`config.mk`:
```
export PLATFORM = sky130hd
export DESIGN_NAME = saida_bcd_seq_flat
export DESIGN_NICKNAME = d
export VERILOG_FILES = /design/src/rtl/saida_bcd_seq_if.sv /design/src/rtl/saida_bcd_seq.sv /design/src/flat_wrapper.sv
export SDC_FILE = /design/constraint.sdc
export NUM_CORES = 1
export LEC_CHECK = 0
export BUFFER_PORTS_ARGS = -buffer_cell sky130_fd_sc_hd__buf_2
export CAP_MARGIN = 15
export CORE_MARGIN = 2
export CORE_UTILIZATION = 55
export DETAILED_ROUTE_END_ITERATION = 10
export GPL_TIMING_DRIVEN = 0
export PLACE_DENSITY = 0.78
export REMOVE_ABC_BUFFERS = 1
export SYNTH_ARGS = -nofsm -noshare
export SYNTH_HDL_FRONTEND = slang
export SYNTH_SLANG_ARGS = --single-unit
```
`constraint.sdc`:
```
create_clock -name clock -period 4.3 [get_ports clock]
set_clock_uncertainty 0.05 [all_clocks]
set_input_delay 0 -clock clock [delete_from_list [all_inputs] [get_ports clock]]
set_output_delay 0 -clock clock [all_outputs]
set_load 0.05 [all_outputs]
```
`src/rtl/saida_bcd_seq_if.sv`:
```
// Interface bundling the OUT-instruction request and the BCD display results
// of saida_bcd_seq. The master drives the operand and start request; the
// slave (the converter) returns status and the four held BCD digits.
interface saida_bcd_seq_if #(
    parameter int DATA_WIDTH = 32
);
    logic [DATA_WIDTH-1:0] entrada_modulo;
    logic                  sinal_out;
    logic                  busy;
    logic                  valid;
    logic                  negativo;
    logic                  overflow;
    logic [3:0]            dp1;
    logic [3:0]            dp2;
    logic [3:0]            dp3;
    logic [3:0]            dp4;

    modport master (
        output entrada_modulo,
        output sinal_out,
        input  busy,
        input  valid,
        input  negativo,
        input  overflow,
        input  dp1,
        input  dp2,
        input  dp3,
        input  dp4
    );

    modport slave (
        input  entrada_modulo,
        input  sinal_out,
        output busy,
        output valid,
        output negativo,
        output overflow,
        output dp1,
        output dp2,
        output dp3,
        output dp4
    );
endinterface

```
`src/rtl/saida_bcd_seq.sv`:
```
// saida_bcd_seq: captures the register value of an OUT instruction and turns
// its magnitude into four BCD digits with a serial shift-add-3 converter.
// Magnitudes above MAX_VAL saturate the display to 9999 and raise overflow.
// Optional macro SAIDA_PEND_EN adds a one-deep slot that queues a request
// arriving during a conversion and chains it directly after the current one.
module saida_bcd_seq #(
    parameter int DATA_WIDTH = 32,
    parameter int DIGITS     = 4,
    parameter int SHIFT_BITS = 14,
    parameter int MAX_VAL    = 9999
) (
    input  logic          clock,
    input  logic          reset,
    saida_bcd_seq_if.slave bus
);

    localparam int BCD_W = 4 * DIGITS;
    localparam int CNT_W = $clog2(SHIFT_BITS + 1);

    typedef enum logic [1:0] {
        IDLE  = 2'd0,
        SHIFT = 2'd1,
        DONE  = 2'd2
    } state_t;

    state_t state;
    state_t state_nxt;

    logic [SHIFT_BITS-1:0] shreg;
    logic [BCD_W-1:0]      bcd;
    logic [CNT_W-1:0]      cnt;
    logic                  sgn;
    logic                  ovf;

    logic                  busy_r;
    logic                  valid_r;
    logic                  neg_r;
    logic                  ovf_r;
    logic [BCD_W-1:0]      digits_r;

    // start request and the operand it loads (from the bus or the pending slot)
    logic                         start_req;
    logic signed [DATA_WIDTH-1:0] start_val;
    logic [DATA_WIDTH-1:0]        start_mag;

    // per-state control derived from the FSM
    logic load_en;
    logic shift_en;
    logic commit_en;
    logic busy_nxt;

`ifdef SAIDA_PEND_EN
    logic                  pend_vld;
    logic [DATA_WIDTH-1:0] pend_val;
`endif

    // Magnitude of a two's-complement value; 0x80000000 stays 2^31 as unsigned.
    function automatic logic [DATA_WIDTH-1:0] abs_mag(input logic signed [DATA_WIDTH-1:0] v);
        logic [DATA_WIDTH-1:0] u;
        u = v;
        if (v[DATA_WIDTH-1])
            return ~u + DATA_WIDTH'(1);
        return u;
    endfunction

    // Correction step of double-dabble: any nibble >= 5 gets +3 before the shift.
    function automatic logic [BCD_W-1:0] add3(input logic [BCD_W-1:0] b);
        logic [BCD_W-1:0] r;
        r = b;
        for (int i = 0; i < DIGITS; i++) begin
            if (r[4*i +: 4] >= 4'd5)
                r[4*i +: 4] = r[4*i +: 4] + 4'd3;
        end
        return r;
    endfunction

    // Saturation: an out-of-range magnitude shows all nines.
    function automatic logic [BCD_W-1:0] sat_digits(input logic [BCD_W-1:0] b, input logic o);
        logic [BCD_W-1:0] r;
        r = b;
        if (o) begin
            for (int i = 0; i < DIGITS; i++)
                r[4*i +: 4] = 4'd9;
        end
        return r;
    endfunction

    // Decide whether a conversion starts this edge and with which operand.
    always_comb begin
        start_req = 1'b0;
        start_val = bus.entrada_modulo;
        case (state)
            IDLE: start_req = bus.sinal_out;
`ifdef SAIDA_PEND_EN
            // A request on the DONE edge itself is newer than any queued one.
            DONE: begin
                if (bus.sinal_out) begin
                    start_req = 1'b1;
                    start_val = bus.entrada_modulo;
                end else if (pend_vld) begin
                    start_req = 1'b1;
                    start_val = pend_val;
                end
            end
`endif
            default: start_req = 1'b0;
        endcase
    end

    assign start_mag = abs_mag(start_val);

    // State register.
    always_ff @(posedge clock) begin
        if (!reset)
            state <= IDLE;
        else
            state <= state_nxt;
    end

    // Next-state logic.
    always_comb begin
        state_nxt = state;
        case (state)
            IDLE:    if (start_req) state_nxt = SHIFT;
            SHIFT:   if (cnt == CNT_W'(SHIFT_BITS - 1)) state_nxt = DONE;
            DONE:    state_nxt = start_req ? SHIFT : IDLE;
            default: state_nxt = IDLE;
        endcase
    end

    // Output/control decode for the current state.
    always_comb begin
        load_en   = 1'b0;
        shift_en  = 1'b0;
        commit_en = 1'b0;
        case (state)
            IDLE:  load_en = start_req;
            SHIFT: shift_en = 1'b1;
            DONE: begin
                commit_en = 1'b1;
                load_en   = start_req;
            end
            default: load_en = 1'b0;
        endcase
        busy_nxt = (state_nxt != IDLE);
    end

    // Converter datapath and registered outputs.
    always_ff @(posedge clock) begin
        if (!reset) begin
            shreg    <= '0;
            bcd      <= '0;
            cnt      <= '0;
            sgn      <= 1'b0;
            ovf      <= 1'b0;
            busy_r   <= 1'b0;
            valid_r  <= 1'b0;
            neg_r    <= 1'b0;
            ovf_r    <= 1'b0;
            digits_r <= '0;
        end else begin
            busy_r  <= busy_nxt;
            valid_r <= commit_en;

            if (load_en) begin
                shreg <= start_mag[SHIFT_BITS-1:0];
                bcd   <= '0;
                cnt   <= '0;
                sgn   <= start_val[DATA_WIDTH-1];
                ovf   <= (start_mag > DATA_WIDTH'(MAX_VAL));
            end else if (shift_en) begin
                {bcd, shreg} <= {add3(bcd), shreg} << 1;
                cnt          <= cnt + CNT_W'(1);
            end

            // Commit reads the finished accumulator before any chained reload.
            if (commit_en) begin
                digits_r <= sat_digits(bcd, ovf);
                neg_r    <= sgn;
                ovf_r    <= ovf;
            end
        end
    end

`ifdef SAIDA_PEND_EN
    // Pending slot: captures requests made mid-conversion; DONE always drains it.
    always_ff @(posedge clock) begin
        if (!reset) begin
            pend_vld <= 1'b0;
            pend_val <= '0;
        end else if (state == SHIFT && bus.sinal_out) begin
            pend_vld <= 1'b1;
            pend_val <= bus.entrada_modulo;
        end else if (state == DONE) begin
            pend_vld <= 1'b0;
        end
    end
`endif

    assign bus.busy     = busy_r;
    assign bus.valid    = valid_r;
    assign bus.negativo = neg_r;
    assign bus.overflow = ovf_r;
    assign bus.dp1      = digits_r[3:0];
    assign bus.dp2      = digits_r[7:4];
    assign bus.dp3      = digits_r[11:8];
    assign bus.dp4      = digits_r[15:12];

endmodule

```
`src/flat_wrapper.sv`:
```
// flat-port wrapper written by rule: the top's interface ports become plain ports
module saida_bcd_seq_flat 
#(
    parameter int DATA_WIDTH = 32,
    parameter int DIGITS     = 4,
    parameter int SHIFT_BITS = 14,
    parameter int MAX_VAL    = 9999
)
  (clock, reset, bus_entrada_modulo, bus_sinal_out, bus_busy, bus_valid, bus_negativo, bus_overflow, bus_dp1, bus_dp2, bus_dp3, bus_dp4);
  saida_bcd_seq_if #(.DATA_WIDTH(DATA_WIDTH)) bus_i ();
  input  logic clock;
  input  logic reset;
  input wire logic [$bits(bus_i.entrada_modulo)-1:0] bus_entrada_modulo;
  input wire logic [$bits(bus_i.sinal_out)-1:0] bus_sinal_out;
  output wire logic [$bits(bus_i.busy)-1:0] bus_busy;
  output wire logic [$bits(bus_i.valid)-1:0] bus_valid;
  output wire logic [$bits(bus_i.negativo)-1:0] bus_negativo;
  output wire logic [$bits(bus_i.overflow)-1:0] bus_overflow;
  output wire logic [$bits(bus_i.dp1)-1:0] bus_dp1;
  output wire logic [$bits(bus_i.dp2)-1:0] bus_dp2;
  output wire logic [$bits(bus_i.dp3)-1:0] bus_dp3;
  output wire logic [$bits(bus_i.dp4)-1:0] bus_dp4;
  assign bus_i.entrada_modulo = bus_entrada_modulo;
  assign bus_i.sinal_out = bus_sinal_out;
  assign bus_busy = bus_i.busy;
  assign bus_valid = bus_i.valid;
  assign bus_negativo = bus_i.negativo;
  assign bus_overflow = bus_i.overflow;
  assign bus_dp1 = bus_i.dp1;
  assign bus_dp2 = bus_i.dp2;
  assign bus_dp3 = bus_i.dp3;
  assign bus_dp4 = bus_i.dp4;
  saida_bcd_seq #(.DATA_WIDTH(DATA_WIDTH), .DIGITS(DIGITS), .SHIFT_BITS(SHIFT_BITS), .MAX_VAL(MAX_VAL)) u_core (.clock(clock), .reset(reset), .bus(bus_i));
endmodule
```
==> results.md <==
- Status: finished clean
- RSZ-0062 raised after global routing: no
- TritonCTS clock tree: built
- Max_cap viols: 0
- Pwr dens: 310.6 nW/µm²
- Clk root buf: clkbuf_8
- Largest net degree at the start of global routing: 38
- HP Start: bus_sinal_out
- Cell variety after synth: 60
- Peak VDD IR: 0.0002237 V
- Worst Hold Class: in2reg
- Post-route cell area: 3946 µm²
- Antenna-violating nets left: 0
- Via density: 5.918
- Cells after synthesis: 452
- Reg2reg end: u_core.ovf$_SDFFE_PN0P_
- Global-route wire length before repair: 13340 µm
- Core footprint: 5991 µm²
- Chip Height: 83.17 µm
- Critical path cell sequence: dlygate4sd3_1, buf_2, or4_1, or3_1, nor4_2, a31oi_1, a311oi_1, o2111a_1, a21oi_2, dlygate4sd3_1
- Number of global-route vias before repair: 3034
- CP endpoint kind: register
- Placer Congestion: 0.8887
- Post-synthesis simple-gate area fraction: 0.2951
- Multiplexer share of the synthesized area: 0.005808
- Clock transition at path regs: 0.06 ns
- R2r setup slk: 1.53 ns
- Post-synthesis sequential area ratio: 0.3368
- Die Wd: 83.17 µm
- Tot GR Track Use: 0.2271
- Later-pin clock latency in the skew report: 0.33 ns
- Via count: 3391
- 1st-pass router iterations: 6
- Most frequent cells in the layout: 58 x nor2_1, 58 x dfxtp_1, 54 x buf_2
- CP dominant cell by count: dlygate4sd3_1
- Worst r2r src: u_core.state[0]$_SDFF_PN0_
- Yosys warning count: 0
- HPWL Detailed: 5452 µm
- CTS Buf Count: 9
- Final Slew Violations: 0
- H-tree lvl count: 3
- Setup violators final: 0
- Slowest cell on the critical path: or4_1
- Antenna violations before repair: 0
- Top cells by area, synth: dfxtp_1 34%, nor2_1 6.3%, nand2_1 5.8%
- DP Cell Count: 554
- Adder-Cell Fraction of Synth Area: 0.03993
- Setup TNS: 0 ns
- Synthesized flop and latch total: 58
- Worst slew pin tran: 1.148 ns
- Post-CTS setup buffer count: 0
- Post-DP Area: 3719 µm²
- Compound-cell area share of the yosys netlist: 0.2087
- Syn Std Cell Area: 3447 µm²
- # clock sinks: 58
- Largest family of logic cells by synthesized area: simple AND/OR/NAND/NOR gates
- Final core utilization: 0.6587
- Post-Synth XOR/XNOR Area: 0.06062
- Crit-path leading delay family: simple AND/OR/NAND/NOR gates
- Hold path depth: 3
- Hold Path End: u_core.state[0]$_SDFF_PN0_
- DR iter-0 viols: 219
- Ports: 55
- Period minus WS final: 3.410 ns
- Max Clk Rate: 293.3 MHz
- Share of cells above drive strength 1: 0.1606
- Tcrit/Tclk final: 0.7930
- Slew HR: 0.2332
- Syn_area_per_cell: 7.626 µm²
- Critical path buffers and inverters: 3
- Number of remaining DRC errors: 0
- NumNets Final: 539
- Asr flop ratio synth: 0
- Crit Path Category: in2reg
- Critical path arrival: 3.57 ns
- Share of the synthesized area in the top cell type: 0.3368
- FP Rows: 28
- WL final: 7946 µm
- Startpoint types: primary input
- Antenna cells: 0
- Starting density of the core: 0.5754
- Overflow after GRT: 0
- Critical path fanouts, max: 8
- Layout area overhead: 14.48%
- CP max stage delay: 0.66 ns
- Wire per inst: 13.87 µm
- Port bufs: 54
- Die area: 6916 µm²
- Leakage Power: 1.505 nW
- Required @ worst endpoint: 4.46 ns
- Final hold violation count: 0
- Top FF cell, synth: dfxtp_1
- Final std cells w/o fill: 573
- Worst-case reg-to-reg path depth: 9
- Max Root-Sink Buffers: 2
- Post-synth EDFFs: 0
- Synth area leader: dfxtp_1
==> power by group <==
group | switching (mW) | leakage (nW) | internal (mW)
clock | 0.200 | 0.101 | 0.299
sequential | 0.0123 | 0.471 | 0.552
combinational | 0.0991 | 0.934 | 0.0629
total | 0.312 | 1.50 | 0.914
==> cells by family (layout without fill, tap and decap cells) <==
kind of cell,after synthesis,after routing
AOI/OAI and AO/OA,109,109
DFF,58,58
muxes,2,2
buffers and inverters,44,90
and+or+nand+nor,205,205
xor gates and xnor gates,23,23
adders and majority gates,11,11
==> cell usage after synthesis (all sizes together), types with 3 or more instances <==
library cell,instances
and2,3
nand4b,3
xor2,8
a31oi,5
nand3,7
o211ai,4
nand2b,9
nand4,4
a21oi,40
nor2,58
or3,6
a222oi,9
xnor2,15
inv,15
nor3,31
dfxtp,58
a22oi,3
clkbuf,23
or4,5
buf,5
nor2b,5
o21ai,24
o31ai,3
nor4,6
a221oi,3
and3,5
nand2,53
ha,11
nand3b,5
==> metal layers <==
layer,up-vias,share of wire,GRT usage
met5,-,0,0
met4,0,0.012,0.05812
met3,11,0.061,0.06064
met2,121,0.48,0.3856
met1,1560,0.45,0.2859
li1,1699,-,-
==> registers in the layout, summed over array words and instances, names as in the netlist <==
register             flops
u_core.bcd              16
u_core.bus.busy          1
u_core.bus.negativo      1
u_core.bus.overflow      1
u_core.bus.valid         1
u_core.cnt               4
u_core.digits_r         16
u_core.ovf               1
u_core.sgn               1
u_core.shreg            14
u_core.state             2
==> per-stage QoR <==
step                      hold WS [ns]  total power [mW]  setup slack [ns]
after floorplan                0.08596            0.6652             2.040
after global placement          0.2454            0.7253             1.604
after detailed placement        0.2564            0.7337             1.634
after CTS                      0.01524             1.232            0.9285
after global routing           0.05312             1.276            0.6595
final                          0.03814             1.226            0.8901
==> worst reg2reg max path, stage by stage (launching register included) <==
cell           delay [ns]
dfxtp_1              0.36
nor2_1               0.14
and2_1               0.48
o21ai_0              0.18
nor3_1               0.22
o2111ai_1            0.14
and4b_1              0.27
o2111a_1             0.22
a21oi_2              0.05
dlygate4sd3_1        0.55
==> layout make-up <==
type / instances / area, µm²
timing repair buffer: 58 / 327.8
fill: 547 / 2044
multi-input combinational: 350 / 2106
sequential: 58 / 1161
tap: 75 / 93.84
inverter: 16 / 60.06
clock buffer: 14 / 162.7
clock inverter: 2 / 35.03
==> worst max path at each step <==
stage / depth (start not counted) / to / start
5_1_grt: 10 / u_core.ovf$_SDFFE_PN0P_ / bus_entrada_modulo[0]
3_3_place_gp: 4 / u_core.cnt[3]$_SDFFE_PP0N_ / u_core.state[0]$_SDFF_PN0_
3_5_place_dp: 8 / u_core.ovf$_SDFFE_PN0P_ / bus_entrada_modulo[17]
6_report: 10 / u_core.ovf$_SDFFE_PN0P_ / bus_entrada_modulo[0]
4_1_cts: 10 / u_core.ovf$_SDFFE_PN0P_ / bus_entrada_modulo[0]
2_1_floorplan: 10 / u_core.ovf$_SDFFE_PN0P_ / bus_entrada_modulo[1]
==> repair_timing <==
action	in CTS	in global routing
resized for setup	0	0
endpoints found under the hold margin	2	0
hold buffers	3	0
No activity file was read; power rests on OpenSTA's default activity.
